[src/rtl/microseq_ctrl.sv]
// microseq_ctrl -- microprogram sequencer for the control unit.
//
// Holds the current control-store address (state) and computes the next one
// from the current word's next-address mode (n_sel), condition select (s_sel),
// invert bit (inv) and the two branch targets (cr_lo / cr_hi), plus status
// inputs.  state drives the IN address of the control ROM directly, so the
// ROM fields seen on the inputs are always those of the word at 'state'.
//
// Next-address modes (n_sel):
//   0 ENC  dispatch to enc_addr       4 BR2  cond ? cr_lo : cr_hi
//   1 INC  state+1                    5 CALL cr_lo, ret_addr <= state+1
//   2 JMP  cr_lo                      6 RET  ret_addr
//   3 CJ   cond ? cr_lo : state+1     7 WAIT cond ? state+1 : hold
//
// Condition select (s_sel): 0 moc, 1 cond_pass, 2 ir_l, 3 irq_pend,
//   4 lsm_done, 5 alu_z, 6 constant 1, 7 constant 0.  cond_eff = cond ^ inv.
//
// Build option: define MICROSEQ_WATCHDOG_EN to add a WAIT-hold watchdog.
//   A hold counter increments on every WAIT hold cycle and clears on any
//   other advance. When a hold is pending and the count already equals
//   WDOG_LIMIT, state is forced to ABORT_ADDR and wdog_abort pulses for one
//   cycle. Without the macro WAIT may hold forever and wdog_abort is 0.
//
// Ports:
//   clk        in   rising-edge clock
//   rst_n      in   synchronous reset, active-low (priority over stall)
//   stall      in   freeze: state, ret_addr and watchdog count hold
//   n_sel      in   [2:0] next-address mode
//   inv        in   invert selected condition
//   s_sel      in   [2:0] condition select
//   cr_hi      in   [AW-1:0] alternate target
//   cr_lo      in   [AW-1:0] primary target
//   enc_addr   in   [AW-1:0] instruction-decoder dispatch address
//   moc, cond_pass, ir_l, irq_pend, lsm_done, alu_z   in   status inputs
//   state      out  [AW-1:0] registered control-store address
//   ret_addr   out  [AW-1:0] registered return address
//   cond_eff   out  combinational selected condition XOR inv
//   wdog_abort out  registered one-cycle watchdog pulse
module microseq_ctrl #(
  parameter int unsigned    AW         = 8,
  parameter logic [AW-1:0]  RESET_ADDR = '0,
  parameter int unsigned    WDOG_LIMIT = 15,
  parameter logic [AW-1:0]  ABORT_ADDR = AW'(6)
) (
  input  logic          clk,
  input  logic          rst_n,
  input  logic          stall,
  input  logic [2:0]    n_sel,
  input  logic          inv,
  input  logic [2:0]    s_sel,
  input  logic [AW-1:0] cr_hi,
  input  logic [AW-1:0] cr_lo,
  input  logic [AW-1:0] enc_addr,
  input  logic          moc,
  input  logic          cond_pass,
  input  logic          ir_l,
  input  logic          irq_pend,
  input  logic          lsm_done,
  input  logic          alu_z,
  output logic [AW-1:0] state,
  output logic [AW-1:0] ret_addr,
  output logic          cond_eff,
  output logic          wdog_abort
);

  typedef enum logic [2:0] {
    N_ENC  = 3'd0,
    N_INC  = 3'd1,
    N_JMP  = 3'd2,
    N_CJ   = 3'd3,
    N_BR2  = 3'd4,
    N_CALL = 3'd5,
    N_RET  = 3'd6,
    N_WAIT = 3'd7
  } nmode_e;

  nmode_e        mode;
  logic          cond;
  logic [AW-1:0] state_inc;
  logic [AW-1:0] state_nxt;
  logic [AW-1:0] ret_nxt;
  logic          expire;

  assign mode = nmode_e'(n_sel);

  // Condition multiplexer
  always_comb begin
    cond = 1'b0;
    case (s_sel)
      3'd0: cond = moc;
      3'd1: cond = cond_pass;
      3'd2: cond = ir_l;
      3'd3: cond = irq_pend;
      3'd4: cond = lsm_done;
      3'd5: cond = alu_z;
      3'd6: cond = 1'b1;
      3'd7: cond = 1'b0;
    endcase
  end

  assign cond_eff  = cond ^ inv;
  assign state_inc = state + AW'(1);   // wraps modulo 2^AW

  // Next-address selection
  always_comb begin
    state_nxt = state;
    ret_nxt   = ret_addr;
    case (mode)
      N_ENC:  state_nxt = enc_addr;
      N_INC:  state_nxt = state_inc;
      N_JMP:  state_nxt = cr_lo;
      N_CJ:   state_nxt = cond_eff ? cr_lo : state_inc;
      N_BR2:  state_nxt = cond_eff ? cr_lo : cr_hi;
      N_CALL: begin
        state_nxt = cr_lo;
        ret_nxt   = state_inc;
      end
      N_RET:  state_nxt = ret_addr;
      N_WAIT: state_nxt = cond_eff ? state_inc : state;
    endcase
  end

`ifdef MICROSEQ_WATCHDOG_EN
  localparam int unsigned CW = ($clog2(WDOG_LIMIT + 1) > 4) ? $clog2(WDOG_LIMIT + 1) : 4;

  logic          hold;
  logic [CW-1:0] wdog_cnt;
  logic [CW-1:0] wdog_cnt_nxt;

  // Expiry fires on the hold that would exceed the limit, replacing it.
  always_comb begin
    hold         = (mode == N_WAIT) && !cond_eff;
    expire       = hold && (wdog_cnt == CW'(WDOG_LIMIT));
    wdog_cnt_nxt = '0;
    if (hold && !expire) begin
      wdog_cnt_nxt = wdog_cnt + CW'(1);
    end
  end

  always_ff @(posedge clk) begin
    if (!rst_n) begin
      wdog_cnt   <= '0;
      wdog_abort <= 1'b0;
    end else if (stall) begin
      wdog_abort <= 1'b0;
    end else begin
      wdog_cnt   <= wdog_cnt_nxt;
      wdog_abort <= expire;
    end
  end
`else
  assign expire     = 1'b0;
  assign wdog_abort = 1'b0;
`endif

  always_ff @(posedge clk) begin
    if (!rst_n) begin
      state    <= RESET_ADDR;
      ret_addr <= '0;
    end else if (!stall) begin
      state    <= expire ? ABORT_ADDR : state_nxt;
      ret_addr <= ret_nxt;
    end
  end

endmodule
[config.mk]
export PLATFORM = sky130hd
export DESIGN_NAME = microseq_ctrl
export DESIGN_NICKNAME = d
export VERILOG_FILES = /design/src/rtl/microseq_ctrl.sv
export SDC_FILE = /design/constraint.sdc
export NUM_CORES = 1
export LEC_CHECK = 0
export CORE_MARGIN = 1.5
export CORE_UTILIZATION = 40
export CTS_CLUSTER_DIAMETER = 50
export DETAILED_ROUTE_END_ITERATION = 12
export HOLD_SLACK_MARGIN = 0.02
export PLACE_DENSITY_LB_ADDON = 0.05
export RECOVER_POWER = 25
export SLEW_MARGIN = 15
export SYNTH_ARGS = -nofsm -noshare
export SYNTH_HDL_FRONTEND = slang
export SYNTH_SLANG_ARGS = --single-unit
[constraint.sdc]
create_clock -name clk -period 9 [get_ports clk]
set_clock_uncertainty 0.05 [all_clocks]
set_input_delay 2.7 -clock clk [delete_from_list [all_inputs] [get_ports clk]]
set_output_delay 2.7 -clock clk [all_outputs]
set_load 0.01 [all_outputs]
==> impl_metrics.json, run 1 <==
{
  "place.detailed.hpwl_mm": 3.59,
  "antenna_left": 0,
  "num_antenna_cells": 0,
  "drive_gt1_frac": 0.0453,
  "cts_repair_resize_count": 0,
  "rr_worst_depth": 8,
  "synth_xor_area_frac": 0.0375,
  "cts.htree.levels": 1,
  "netlist-cell-type-count": 46,
  "drt_pre_antenna_iters": 5,
  "maxClockFrequency_mhz": 127,
  "viasPerCell": 5.71,
  "slew_headroom": 0.414,
  "measured_slew_at_the_worst_slew_check_pin_ps": 876,
  "tritoncts_buffers": 3,
  "max-clock-path-buffers": 2,
  "timing.hold.worst.class": "flop to flop",
  "synth_top_family_by_area": "compound AO/OA/AOI/OAI gates",
  "synthFlopType": "dfxtp_1",
  "final_min_period_over_clock_period": 0.873,
  "cts.clk_slew.worst_paths_ps": 90,
  "cts_hold_repair.buffers": 0,
  "criticalPathCategory": "primary input to primary output",
  "pwr-share-clk": 0.195,
  "synth-seq-area-share": 0.229,
  "pin_count_of_the_biggest_net_entering_global_routing": 30,
  "setup_viol": 0,
  "effective_utilization_at_floorplan": 0.420,
  "hold_path_depth": 2,
  "power_density_nw_per_um2": 102,
  "cell_area_after_synthesis_um2": 1400,
  "antenna_violations_before_repair": 0,
  "syn_nets": 237,
  "die_x_um": 62.2,
  "top_level_ports": 58,
  "adder_cell_area_share_of_the_yosys_netlist": 0.00894,
  "post_cts_setup_inserts": 0,
  "worst_ep_required_time_ps": 6250,
  "power.share.switching": 0.340,
  "timing.final.max_slew_violations": 0,
  "synthesis.area_per_instance_um2": 7.14,
  "areaGrowthSynthToFinish_pct": 41.5,
  "fin_nets": 286,
  "critical_path.reg2reg.endpoint": "state[4]$_SDFFE_PN0P_",
  "final.setup.tns_ps": 0,
  "async_flop_share": 0,
  "seq_power_share": 0.397,
  "synth_compound_gate_area_share": 0.371,
  "route.final.wire_length_mm": 4.48,
  "synth_simple_gate_area_frac": 0.227,
  "detailroute.via_count": 1649,
  "run_status": "complete, no violations",
  "port_buffers": 56,
  "synth_warnings": 0,
  "insertion_delay_ps": 290,
  "global_route_wire_length_before_repair_mm": 7.82,
  "power_frac_comb": 0.408,
  "crit_path_end_kind": "primary output",
  "reg2reg_setup_slack_ps": 6690,
  "timing.max_cap.violations": 0,
  "number_of_drc_violations_after_detailed_routing": 0,
  "hold_viol_final": 0,
  "num_rows": 21,
  "hp-start": "ret_addr[6]$_SDFFE_PN0P_",
  "internal_power_uw": 133,
  "ctsRootBufferMaster": "clkbuf_4",
  "worst_path_arrival_ps": 5110,
  "start_kind": "primary input",
  "reg2reg_from": "state[0]$_SDFFE_PN0P_",
  "clock_sinks": 16,
  "cts_tree": "built",
  "globalplace.congestion": 0.867,
  "yosys-mux-area-fraction": 0.0518,
  "hold_endpoint": "ret_addr[6]$_SDFFE_PN0P_",
  "syn-instance-count": 196,
  "core-area_um2": 3340,
  "die_area_um2": 3860,
  "total_power_uw": 201,
  "postSynthRegisterBits": 16,
  "fp.dieH_um": 62.2,
  "final.min_clock_period_ps": 7860,
  "cellLeakagePower_nw": 0.697,
  "grt_setup_unrepaired": "false",
  "synth-edff-count": 0,
  "post_dr_wirelength_cell_um": 15.5,
  "overflow": 0,
  "grt.total_usage": 0.248,
  "number_of_global_route_vias_before_repair": 1652,
  "drt_first_iter_violations": 142,
  "switchingPower_uw": 68.5,
  "worstPathMaxFanout": 11,
  "worst_ir_drop_vdd_uv": 98.2
}
how the worst max path moves through the flow:
stage	start	end	slack [ps]	cells past startpoint
after floorplan	s_sel[0]	cond_eff	2390	5
after global placement	s_sel[0]	cond_eff	1160	7
after detailed placement	s_sel[0]	cond_eff	1130	7
after CTS	s_sel[0]	cond_eff	1130	7
after global routing	s_sel[0]	cond_eff	1030	7
final	s_sel[0]	cond_eff	1140	7
worst max-delay path, cell delays in order:
cell and delay [ps]:
clkdlybuf4s50_1 520, mux4_2 500, and2_4 170, or3_4 340, nand2_2 210, inv_1 150
clkdlybuf4s50_1 500
state kept, by name (all words and copies together), names as in the netlist:
| name | flops |
|---|---|
| state | 8 |
| ret_addr | 8 |
cell families after synthesis:
kind of cell / Yosys count
buffers and inverters: 22
AOI/OAI and AO/OA: 78
and+or+nand+nor: 66
xor gates and xnor gates: 6
DFF: 16
other: 1
adders and majority gates: 1
muxes: 6
Yosys cell counts, drive strengths merged, types with 4 or more instances:
cell    number  area [um^2]
mux2i        5         50.1
dfxtp       16          320
nor3         4         20.0
a21oi       18         93.8
a22oi        5         37.5
a31oi        5         31.3
nand2       15         58.8
a211oi      10         75.1
inv          9         33.8
nor2        24         90.1
nor2b        8         50.1
o21ai       15         78.8
xnor2        5         43.8
o22ai        7         43.8
clkbuf       8         30.0
buf          5         37.5
layout make-up:
| type | instances | area [um^2] |
|---|---|---|
| Sequential cell | 16 | 320 |
| Fill cell | 340 | 1360 |
| Tap cell | 46 | 57.6 |
| Multi-Input combinational cell | 158 | 978 |
| Inverter | 9 | 33.8 |
| Timing Repair Buffer | 57 | 568 |
| Clock buffer | 3 | 22.5 |
power groups by stage:
stage / Combinational, mW / Clock [mW] / Sequential, mW
floorplan: 0.0435 / 0 / 0.0826
detailed placement: 0.0817 / 0 / 0.0815
global placement: 0.0806 / 0 / 0.0813
global route: 0.0902 / 0.0425 / 0.0807
CTS: 0.0821 / 0.0406 / 0.0799
finish: 0.0822 / 0.0392 / 0.0799
cell usage in the layout, fill, tap and decap left out, types with 4 or more instances in the layout:
cell type         n
a211oi_1         10
a21oi_1          17
a22oi_1           5
a31oi_1           5
clkdlybuf4s50_1  48
dfxtp_1          16
dlygate4sd3_1     8
inv_1             9
mux2i_1           5
nand2_1          14
nor2_1           24
nor2b_1           8
nor3_1            4
o21ai_0          14
o22ai_1           7
xnor2_1           5
stage by stage:
step	util	std cells	worst slack (ps)	hold WS [ps]	cell area [um^2]
6_report	0.594	289	1140	471	1980
5_1_grt	0.594	289	1030	478	1980
4_1_cts	0.594	289	1130	469	1980
3_5_place_dp	0.587	286	1130	457	1960
3_3_place_gp	0.587	286	1160	447	1960
2_1_floorplan	-	196	2390	473	1400
per-layer routing:
layer  vias to the layer above  GRT usage  wire length, um
met2                        54      0.412             2130
met3                         6     0.0525              219
met4                         0     0.0528               71
li1                        822          -                -
met1                       767      0.334             2060
met5                         -          0                0
Note: power is estimated with default switching activity, not from simulation.
==> run 2, diff against run 1 <==
--- a/config.mk
+++ b/config.mk
@@ -12,7 +12,6 @@
 export HOLD_SLACK_MARGIN = 0.02
 export PLACE_DENSITY_LB_ADDON = 0.05
 export RECOVER_POWER = 25
-export SLEW_MARGIN = 15
 export SYNTH_ARGS = -nofsm -noshare
 export SYNTH_HDL_FRONTEND = slang
 export SYNTH_SLANG_ARGS = --single-unit
==> results of run 2 <==
Same layout as run 1: the final DEF is identical, and so are final timing and power.
